File: config.mk
export PLATFORM = sky130hd
export DESIGN_NAME = cycle_sequencer
export DESIGN_NICKNAME = d
export VERILOG_FILES = /design/src/rtl/cycle_sequencer.sv
export SDC_FILE = /design/constraint.sdc
export NUM_CORES = 1
export LEC_CHECK = 0
export CORE_MARGIN = 3
export CORE_UTILIZATION = 55
export CTS_CLUSTER_DIAMETER = 30
export DETAILED_ROUTE_END_ITERATION = 8
export HOLD_SLACK_MARGIN = 0.06
export MAX_ROUTING_LAYER = met4
export PLACE_DENSITY = 0.85
export SYNTH_ARGS = -nofsm -noshare
export SYNTH_HDL_FRONTEND = slang
export SYNTH_SLANG_ARGS = --single-unit
File: constraint.sdc
create_clock -name clock -period 2.7 [get_ports clock]
set_input_delay 0.54 -clock clock [delete_from_list [all_inputs] [get_ports clock]]
set_output_delay 0.54 -clock clock [all_outputs]
set_load 0.005 [all_outputs]
File: src/rtl/cycle_sequencer.sv
// Multi-cycle instruction sequencer: walks each instruction through
// FETCH/DECODE/EXECUTE/MEMORY/WRITEBACK, issues one-hot stage enables,
// waits on the cache ready handshake and counts retired instructions.
module cycle_sequencer #(
  parameter int unsigned MEM_TIMEOUT = 15,
  parameter int unsigned COUNT_W     = 32
) (
  input  logic               clock,
  input  logic               reset,
  input  logic               start,
  input  logic               halt_req,
  input  logic               mem_ready,
  input  logic               memReadFlag,
  input  logic               memWriteFlag,
  input  logic               regWriteFlag,
  output logic               fetch_en,
  output logic               decode_en,
  output logic               exec_en,
  output logic               mem_en,
  output logic               wb_en,
  output logic               pc_update_en,
  output logic [2:0]         state,
  output logic               busy,
  output logic               halted,
  output logic               timeout_err,
  output logic [COUNT_W-1:0] instr_count
);

  typedef enum logic [2:0] {
    S_IDLE      = 3'd0,
    S_FETCH     = 3'd1,
    S_DECODE    = 3'd2,
    S_EXECUTE   = 3'd3,
    S_MEMORY    = 3'd4,
    S_WRITEBACK = 3'd5,
    S_HALT      = 3'd6,
    S_ILLEGAL   = 3'd7
  } state_t;

  localparam logic [7:0] TIMEOUT_LIMIT = 8'(MEM_TIMEOUT);

  state_t     state_q, state_d;
  logic [7:0] wait_q;
  logic       rd_q, wr_q, rw_q;
  logic       halt_q;
  logic       retire, timeout, wait_inc, wait_clr, halt_clr;

  // Next-state decode: retire, timeout and wait-counter control.
  always_comb begin
    // NOTE: every signal gets a default before the case so no path leaves it unassigned (no latches).
    state_d  = state_q;
    retire   = 1'b0;
    timeout  = 1'b0;
    wait_inc = 1'b0;
    halt_clr = 1'b0;
    unique case (state_q)
      S_IDLE:      if (start) state_d = S_FETCH;
      S_FETCH: begin
        if (mem_ready)                   state_d  = S_DECODE;
        else if (wait_q == TIMEOUT_LIMIT) timeout = 1'b1;
        else                              wait_inc = 1'b1;
      end
      S_DECODE:    state_d = S_EXECUTE;
      S_EXECUTE: begin
        if (rd_q || wr_q) state_d = S_MEMORY;
        else if (rw_q)    state_d = S_WRITEBACK;
        else              retire  = 1'b1;
      end
      S_MEMORY: begin
        if (mem_ready) begin
          if (rd_q && rw_q) state_d = S_WRITEBACK;
          else              retire  = 1'b1;
        end else if (wait_q == TIMEOUT_LIMIT) begin
          timeout = 1'b1;
        end else begin
          wait_inc = 1'b1;
        end
      end
      S_WRITEBACK: retire = 1'b1;
      S_HALT: begin
        if (start) begin
          state_d  = S_FETCH;
          halt_clr = 1'b1;
        end
      end
      default:     state_d = S_IDLE;
    endcase
    // A halt request arriving in the retire cycle itself still stops here.
    if (retire)  state_d = (halt_q || halt_req) ? S_HALT : S_FETCH;
    if (timeout) state_d = S_HALT;
    wait_clr = (state_d != state_q) && (state_d == S_FETCH || state_d == S_MEMORY);
  end

  // State, wait counter, sampled flags, halt latch and retire counter.
  always_ff @(posedge clock) begin
    // NOTE: sequential state uses non-blocking assignments so all registers update together at the edge.
    if (reset) begin
      state_q     <= S_IDLE;
      wait_q      <= '0;
      rd_q        <= 1'b0;
      wr_q        <= 1'b0;
      rw_q        <= 1'b0;
      halt_q      <= 1'b0;
      timeout_err <= 1'b0;
      instr_count <= '0;
    end else begin
      state_q <= state_d;
      if (wait_clr)      wait_q <= '0;
      else if (wait_inc) wait_q <= wait_q + 8'd1;
      if (state_q == S_DECODE) begin
        rd_q <= memReadFlag;
        wr_q <= memWriteFlag;
        rw_q <= regWriteFlag;
      end
      halt_q <= halt_req | (halt_q & ~halt_clr);
      if (timeout) timeout_err <= 1'b1;
      if (retire)  instr_count <= instr_count + COUNT_W'(1);
    end
  end

  assign state        = state_q;
  assign fetch_en     = (state_q == S_FETCH);
  assign decode_en    = (state_q == S_DECODE);
  assign exec_en      = (state_q == S_EXECUTE);
  assign mem_en       = (state_q == S_MEMORY);
  assign wb_en        = (state_q == S_WRITEBACK);
  assign pc_update_en = retire;
  assign busy         = fetch_en | decode_en | exec_en | mem_en | wb_en;
  assign halted       = (state_q == S_HALT);

endmodule

Word-level counts from Yosys, hierarchy flattened --
Cells that the tools add are included.
Storage, ports and cells: memory bits (read-only) 0, memory bits (writable) 0, output and inout bits 44, bits in latches 0, bits of input ports 8, memories kept 0, register bits 48, word-level logic and storage cells 59
Cells by class: add/subtract/negate cells 2, reduce and logical (&&, ||, !) cells 9, multiply operators 0, shifts and indexed selects 0, order comparisons 0, equal/unequal tests 10, muxes and demuxes 23, divide/modulo/power cells 0, bitwise operators 7
Operator list (count):
- adder 32 x 1 -> 32 bit (second input constant) | 1
- two-way mux 3 bit | 9
- one-hot mux 3 bit (6 select lines) | 1
- == test 3 bit (second input constant) | 4
- two-way mux 1 bit | 12
- adder 8 x 1 -> 8 bit (second input constant) | 1
- == test 8 x 4 -> 1 bit (second input constant) | 1
- == test 3 x 1 -> 1 bit (second input constant) | 2
- == test 3 x 2 -> 1 bit (second input constant) | 2
- OR reduction 2 bit | 3
- OR 1 bit | 5
- logical NOT 3 bit | 1
- logical OR 1 bit | 3
- inequality test 3 bit | 1
- one-hot mux 1 bit (3 select lines) | 1
- logical AND 1 bit | 2
- bitwise AND 1 bit | 1
- NOT 1 bit | 1

Logic depth before layout (Yosys ltp) --
depth after elaboration 10, mapped depth 8, mapped depth without buffers 6

Least setup slack after synthesis --
Ideal clock, no wire load.
path type input-to-reg, from in mem_ready, to reg instr_count[26], library setup time 0.070 ns, required time 2.630 ns, path slack 0.878 ns, arrival time 1.751 ns, path buffers 0, stages on the path 5, path through a21boi_1 > o21a_1 > o211ai_1 > or4_1 > a21oi_1
Between the ends: cells in the longest elaborated chain, start to end 2
Ends and longest elaborated chain:
- start: declaration | RTL line 12 | input logic mem_ready,
- two-way mux 1 bit | RTL line 70 | if (mem_ready) begin
- one-hot mux 1 bit (3 select lines) | RTL line 56 | unique case (state_q)
- end signal: assignment | RTL line 117 | if (retire) instr_count <= instr_count + COUNT_W'(1);
- end: declaration | RTL line 26 | output logic [COUNT_W-1:0] instr_count
No other way between the ends. A chain may end at the register's enable or synchronous reset.

Worst setup path in the final report --
from in mem_ready, to out pc_update_en
Between the ends: cells in the longest elaborated chain, start to end 2
Ends and longest elaborated chain:
- two-way mux 1 bit | RTL line 70
- one-hot mux 1 bit (3 select lines) | RTL line 56
- end: declaration | RTL line 21 | output logic pc_update_en,
No other way between the ends.

==> results.md <==
- The flow ran to the end, and the final reports show no timing, DRC or antenna violations.
- For this design the static power due to leakage is 1.04 nW.
- The weighted congestion at the end of routability-driven global placement is roughly 0.9.
- The maximum clock frequency is just under 400 MHz.
- The slowest stage of the critical path is the clkdlybuf4s50_1 cell.
- In this run the worst path has a maximum fanout of 5.
- The peak supply drop is 0.000349 V.
- The number of buffers inserted to repair setup after CTS is 0.
- The core utilization of the finished layout is 76.3%.
- Dividing total power by cell area gives a power density of 487 mW/mm^2.
- The floorplan die area is 0.00530 sq mm.
- Summed over all failing endpoints, the final setup total negative slack is 0 ps.
- Across every metal layer, demand over resource in global routing totals 22.8%.
- For this run, the register share of the synthesized area comes to about two fifths.
- The combined buffer and inverter count along the critical path is 3.
- Max-cap violations in this run came to 0.
- The fraction of synthesis flops using an asynchronous set or reset pin is 0%.
- The die height is around 73 microns.
- The ratio of cells with drive above 1 in the final layout is ~7.9%.
- The repair_antennas step left the layout with diodes totalling 0.
- Setup repair after global routing left no endpoint under its margin.
- At the later pin of the worst-skew pair, clock insertion delay measures around 300 ps.
- The remaining max-slew budget at the tightest pin is 55.0%.
- The H-tree was split into 2 levels.
- The worst setup path is captured at an output port.
- The number of sinks handled by clock tree synthesis is between 40 and 50.
- The residual antenna-violating net count after detailed routing is 0.
- The initial antenna violation count is 0.
- The number of global-route vias before repair was between 2000 and 2500.
- The worst clock skew is around 4.6 ps.
- The leftover overflow at the end of global routing is 0.
- The floorplan has 23 rows.
- The number of inserted filler cells in the final layout is 316.
- After detailed routing, the number of remaining DRC violations is 0.
- The number of buffers on the longest clock path is 2.
- The core region is between 0.004 and 0.005 sq mm.
- Port buffering added just over 50 buffers.
- The mean area per synthesized cell is approximately 8 sq um.
- In this design, the stage delay of the slowest critical-path cell is 440 ps.
- The critical path goes through clkdlybuf4s50_1 > a21boi_2 > o21a_2 > nor2_1 > inv_1 > clkdlybuf4s50_1.
- In the routed layout, each cell is associated on average with a via count of around 6.1.
- Data on the critical path arrives at its endpoint at just over 2000 ps.
- TritonCTS built the clock tree.
- The final critical-path share of the clock period is 94.7%.
- The count of flip-flops with a built-in enable after synthesis is 0.
- The cell count after synthesis came out at ~300.
- At the worst endpoint, the required time is between 2000 and 2500 ps.
- TritonCTS created 5 clock buffers.
- The tree is rooted in a clkbuf_8.
- The number of storage elements in the synthesis netlist is 48.
- Summing over every cut layer, the via total after detailed routing is about 2500.
- The initial utilization of the core area, before any placement, comes to about three fifths.
- The area growth from synthesis to layout is 28.9%.
- The setup violation total in the final timing report is 0.
- The register clock-pin slew on the reported worst setup and hold paths is ~90 ps.
- By instance count, the cell type seen most on the critical path is clkdlybuf4s50_1.
- The count of pins over their slew limit came to 0.
- For this run, the leading register cell type out of synthesis is dfxtp_1.
- In this run, distinct cell masters in the synthesized netlist total ~50.
- The post-synthesis instance area is roughly 0.0025 sq mm.
- The worst setup path is launched from a primary input.
- The number of top-level pins is 52.
- The global-route wire length before repair is between 9 and 10 mm.
- For this run, the number of Yosys warnings is 0.
- The final count of hold timing violations is 0.
- In this run, the number of DRC markers left after iteration 0 of detailed routing was 180.
- The final layout contains routed wiring with a total length of just under 6 mm.
- The minimum clock period after layout is ~2600 ps.
- The final HPWL from detailed placement is about 4.1 mm.
- The largest net degree at the start of global routing is 19.
- The count of nets after finishing is ~360.
- The number of detailed-routing iterations run before antenna repair is 5.
- In this design, the largest share of critical-path delay is due to buffers and inverters.
- The horizontal die dimension is a little over 70 microns.
- The class of the tightest hold or removal check is reg2reg.
- The final routed wire length divided by cell count is around 14 microns.
- The type of the worst setup path is in2out.
- The transition time of the tightest slew-check pin is slightly below 700 ps.
- The number of nets handed over by synthesis was around 300.
-- kinds of logic after synthesis --
logic type | Yosys count | share of synthesized area, %
AOI/OAI and AO/OA | 86 | 20.6
xor gates and xnor gates | 12 | 4.28
muxes | 7 | 2.86
and+or+nand+nor | 121 | 27.8
buffers and inverters | 23 | 4.23
adders and majority gates | 2 | 1.02
DFF | 48 | 39.2
-- cell usage in the layout (no fill, tap or decap), drive strengths merged, types with 6 or more instances in the layout --
master	Yosys	routed
clkdlybuf4s50	0	51
dfxtp	48	48
a21oi	40	40
nand2	24	24
o21ai	21	21
nor2	17	17
nand3	16	16
buf	9	13
or3	11	11
o31ai	9	9
nand4	8	8
or4	8	8
inv	7	7
xnor2	7	7
mux2i	7	7
nor3	6	6
clkbuf	7	6
and4	6	6
-- synthesized netlist by cell type, drive strengths merged (4+ instances only) --
cell type	count	area, sq um
or4	8	60.1
or3	11	68.8
and3	4	25.0
o21ai	21	105
xnor2	7	61.3
mux2i	7	70.1
nand4	8	50.1
nor3	6	30.0
nor2	17	63.8
a21oi	40	200
a211oi	4	35.0
xor2	5	43.8
inv	7	26.3
buf	9	51.3
dfxtp	48	961
nor2b	4	25.0
nand3	16	80.1
nand2	24	90.1
and4	6	55.1
clkbuf	7	26.3
o31ai	9	67.6
-- report_power, final --
| part | leakage [nW] | switching, mW | total (mW) | internal, mW |
|---|---|---|---|---|
| registers | 0.387 | 0.0367 | 0.766 | 0.729 |
| logic | 0.606 | 0.150 | 0.322 | 0.172 |
| clock network | 0.0434 | 0.243 | 0.451 | 0.207 |
| total | 1.04 | 0.430 | 1.54 | 1.11 |
-- flip-flops by register name, indices dropped and copies added (netlist names) --
register	cells
rw_q	1
timeout_err	1
instr_count	32
wait_q	8
state	3
halt_q	1
rd_q	1
wr_q	1
-- layout make-up --
| type | count | area (sq um) | share of cell area, % |
|---|---|---|---|
| Tap cell | 50 | 62.6 | 1.98 |
| Clock buffer | 6 | 82.6 | 2.61 |
| Timing Repair Buffer | 64 | 621 | 19.6 |
| Clock inverter | 2 | 15.0 | 0.475 |
| Inverter | 7 | 26.3 | 0.831 |
| Multi-Input combinational cell | 228 | 1390 | 44.1 |
| Sequential cell | 48 | 961 | 30.4 |
-- path summary, 6_finish.rpt --
kind         slack (ps)  cells past startpoint                startpoint                           end
min reg2reg         460                      2  timeout_err$_SDFFE_PP0P_      timeout_err$_SDFFE_PP0P_
max                 140                      6                 mem_ready                  pc_update_en
min                 460                      2  timeout_err$_SDFFE_PP0P_      timeout_err$_SDFFE_PP0P_
max reg2reg         550                      6       state[1]$_SDFF_PP0_  instr_count[13]$_SDFFE_PP0P_
-- per-stage QoR --
step           hold WS (ps)  area (sq um)  setup slack, ps  total power, mW  cells
3_3_place_gp            448          3060             60.3             1.10    397
5_1_grt                 502          3160             61.1             1.61    405
6_report                460          3160              142             1.54    405
3_5_place_dp            452          3060             61.8             1.10    397
2_1_floorplan           442          2450              878            0.967    299
4_1_cts                 466          3160             40.6             1.55    405
-- worst min-delay path: stages (launching register included) --
cell and delay [ps]:
dfxtp_1 320, inv_1 50, a21oi_1 50
-- timing repair --
action / in CTS / in global routing
hold buffers: 0 / 0
resized for setup: 0 / 2
endpoints found under the setup margin: 0 / 1
-- routing by layer --
metal | up-vias | global-route usage [%] | wire (microns)
li1 | 1214 | - | -
met1 | 1152 | 28.0 | 2610
met2 | 95 | 38.1 | 2800
met3 | 6 | 3.31 | 323
met4 | 0 | 7.99 | 56
met5 | - | - | 0
No activity file was read; power rests on OpenSTA's default activity.
==> RTL edit, RTL diff (same flow settings) <==
Make the reset (`reset`) asynchronous in one clocked block.
--- a/src/rtl/cycle_sequencer.sv
+++ b/src/rtl/cycle_sequencer.sv
@@ -94,3 +94,3 @@
   // State, wait counter, sampled flags, halt latch and retire counter.
-  always_ff @(posedge clock) begin
+  always_ff @(posedge clock or posedge reset) begin
     // NOTE: sequential state uses non-blocking assignments so all registers update together at the edge.
Check against the original RTL: differs if reset is asserted again (counterexample within 4 cycles, from zero or initial values and one cycle with reset high); with reset held inactive, the same outputs for 10 cycles.
==> RTL edit against the original RTL <==
Hold slack improved by 0.011 ns; highest routed layer unchanged; setup slack got worse by 0.017 ns; global-route usage rose by 0.60 points; sequential cell count did not move; synthesized area fell by 0.61%; sequential share of layout area rose by 8.3 points; wire length fell by 8.9%; via count fell by 24%; cell area fell by 1.8%; non-clock buffer count fell by 4.
Power is not compared: it rests on default switching activity, and its combinational part moved more than twofold at a synthesized area within 25%.
==> RTL edit: results (changes against the original RTL) <==
- Status: finished clean (unchanged)
- Worst-Margin Slew: 0.642 ns (was 0.675 ns)
- Xor and xnor area share after synthesis: 13.3% (was 4.28%)
- Clk cell area share: 2.74% (was 3.09%)
- Met2 usage: 36.2% (was 38.1%)
- Power per cell area: 775 mW/mm^2
- M1 WL: 2460 microns (was 2610 microns)
- DP Area: 0.00302 sq mm (was 0.00306 sq mm)
- Syn nets: 234 (was 309)
- Initial DRC count: 91 (was 180)
- Drt first pass iters: 4 (was 5)
- Post-synthesis register bit count: 48 (unchanged)
- Total CTS buffers: 5 (unchanged)
- Non-clock buffer share of cell area: 18.6% (was 19.6%)
- Global-route wire length before repair: 9390 microns (was 9400 microns)
- Root Buffer: clkbuf_8 (unchanged)
- #MultiIn Comb: 164 (was 228)
- HP Class: in -> async (was reg -> reg)
- Inverter count: 4 (was 7)
- Gpl congestion: 0.850 (was 0.881)
- Sequential fraction of total cell area: 38.7% (was 30.4%)
- Clock buf count: 7 (was 6)
- Clk Latency, worst-skew pair: 0.30 ns (about the same)
- Wire per inst: 15.8 microns (was 14.3 microns)
- Layout cell share with drive strength beyond 1: 14.1% (was 7.89%)
- Pwr Total: 2.40 mW
- # fillers: 314 (was 316)
- Multi-input gate area: 0.00116 sq mm (was 0.00139 sq mm)
- Non-clk bufs: 60 (was 64)
- Seq pwr share: 40.8%
- Crit path max fanout: 2 (was 5)
- Mux contribution to synthesized area: 3.54% (was 2.86%)
- Ranking of synthesized cells by instance count: dfrtp_1, xnor2_1, nand2_1 (was dfxtp_1, a21oi_1, nand2_1)
- Synth Area in Compound Gates: 8.62% (was 20.6%)
- Vias: 1,886 (was 2,467)
- NumNets Final: 293 (was 364)
- Synthesized cell area: 0.00244 sq mm (was 0.00245 sq mm)
- Gr usage total: 23.4% (was 22.8%)
- Area contributors post-synth: dfrtp_1, xnor2_1, nand2_1 (was dfxtp_1, a21oi_1, o21ai_0)
- Register area share after synthesis: 49.3% (was 39.2%)
- Adder-cell share of the synthesized area: 1.03% (was 1.02%)
- Crit path DAT: 2.03 ns
- Layout Cells excl Fill: 334 (was 405)
- Max IR drop VDD: 0.645 mV
- GR Util met1: 31.1% (was 28.0%)
- Asr flop ratio synth: 100% (was 0%)
- Netlist cell types: 45 (was 49)
- Met3 Use GR: 6.06% (was 3.31%)
- Initial antenna violation count: 0 (unchanged)
- WL met3: 278 microns (was 323 microns)
- Pre-CTS setup slack: 0.112 ns (was 0.0618 ns)
- Hpwl dp: 3670 microns (was 4140 microns)
- Final Skew: 0.00622 ns (was 0.00456 ns)
- Largest stage delay, worst path: 0.49 ns (was 0.44 ns)
- Largest net degree at the start of global routing: 24 (was 19)
- Met2 routed WL: 2490 microns (was 2800 microns)
- Vias in the first global route: 1,986 (was 2,123)
- Mapped Cells: 224 (was 299)
-- RTL edit: cell count changes in the layout (fill, tap and decap cells not counted), moves of 9 or more --
cell,delta
a21oi_1,-37
o21ai_0,-18
dfrtp_1,+47
or3_1,-11
xnor2_1,+22
o31ai_1,-9
dfxtp_1,-48
nor2_1,-10
-- RTL edit: worst paths after layout --
path,start,endpoint,slack (ns),cells after the start
worst min register to register,halt_q$_DFF_PP0_,halt_q$_DFF_PP0_,0.49,1
worst max register to register,state[1]$_DFF_PP0_,state[0]$_DFF_PP0_,0.62,6
worst min-delay path,reset,instr_count[21]$_DFFE_PP0P_,0.47,2
worst max-delay path,mem_ready,pc_update_en,0.13,6
max in group asynchronous,reset,instr_count[5]$_DFFE_PP0P_,1.65,3
min in group clock,halt_q$_DFF_PP0_,halt_q$_DFF_PP0_,0.49,1
-- RTL edit: critical path, delay by kind of cell --
family                 cells  cell delay, ns
buffers and inverters      3            1.04
AO/OA/AOI/OAI              2            0.28
AND/OR/NAND/NOR            1            0.16
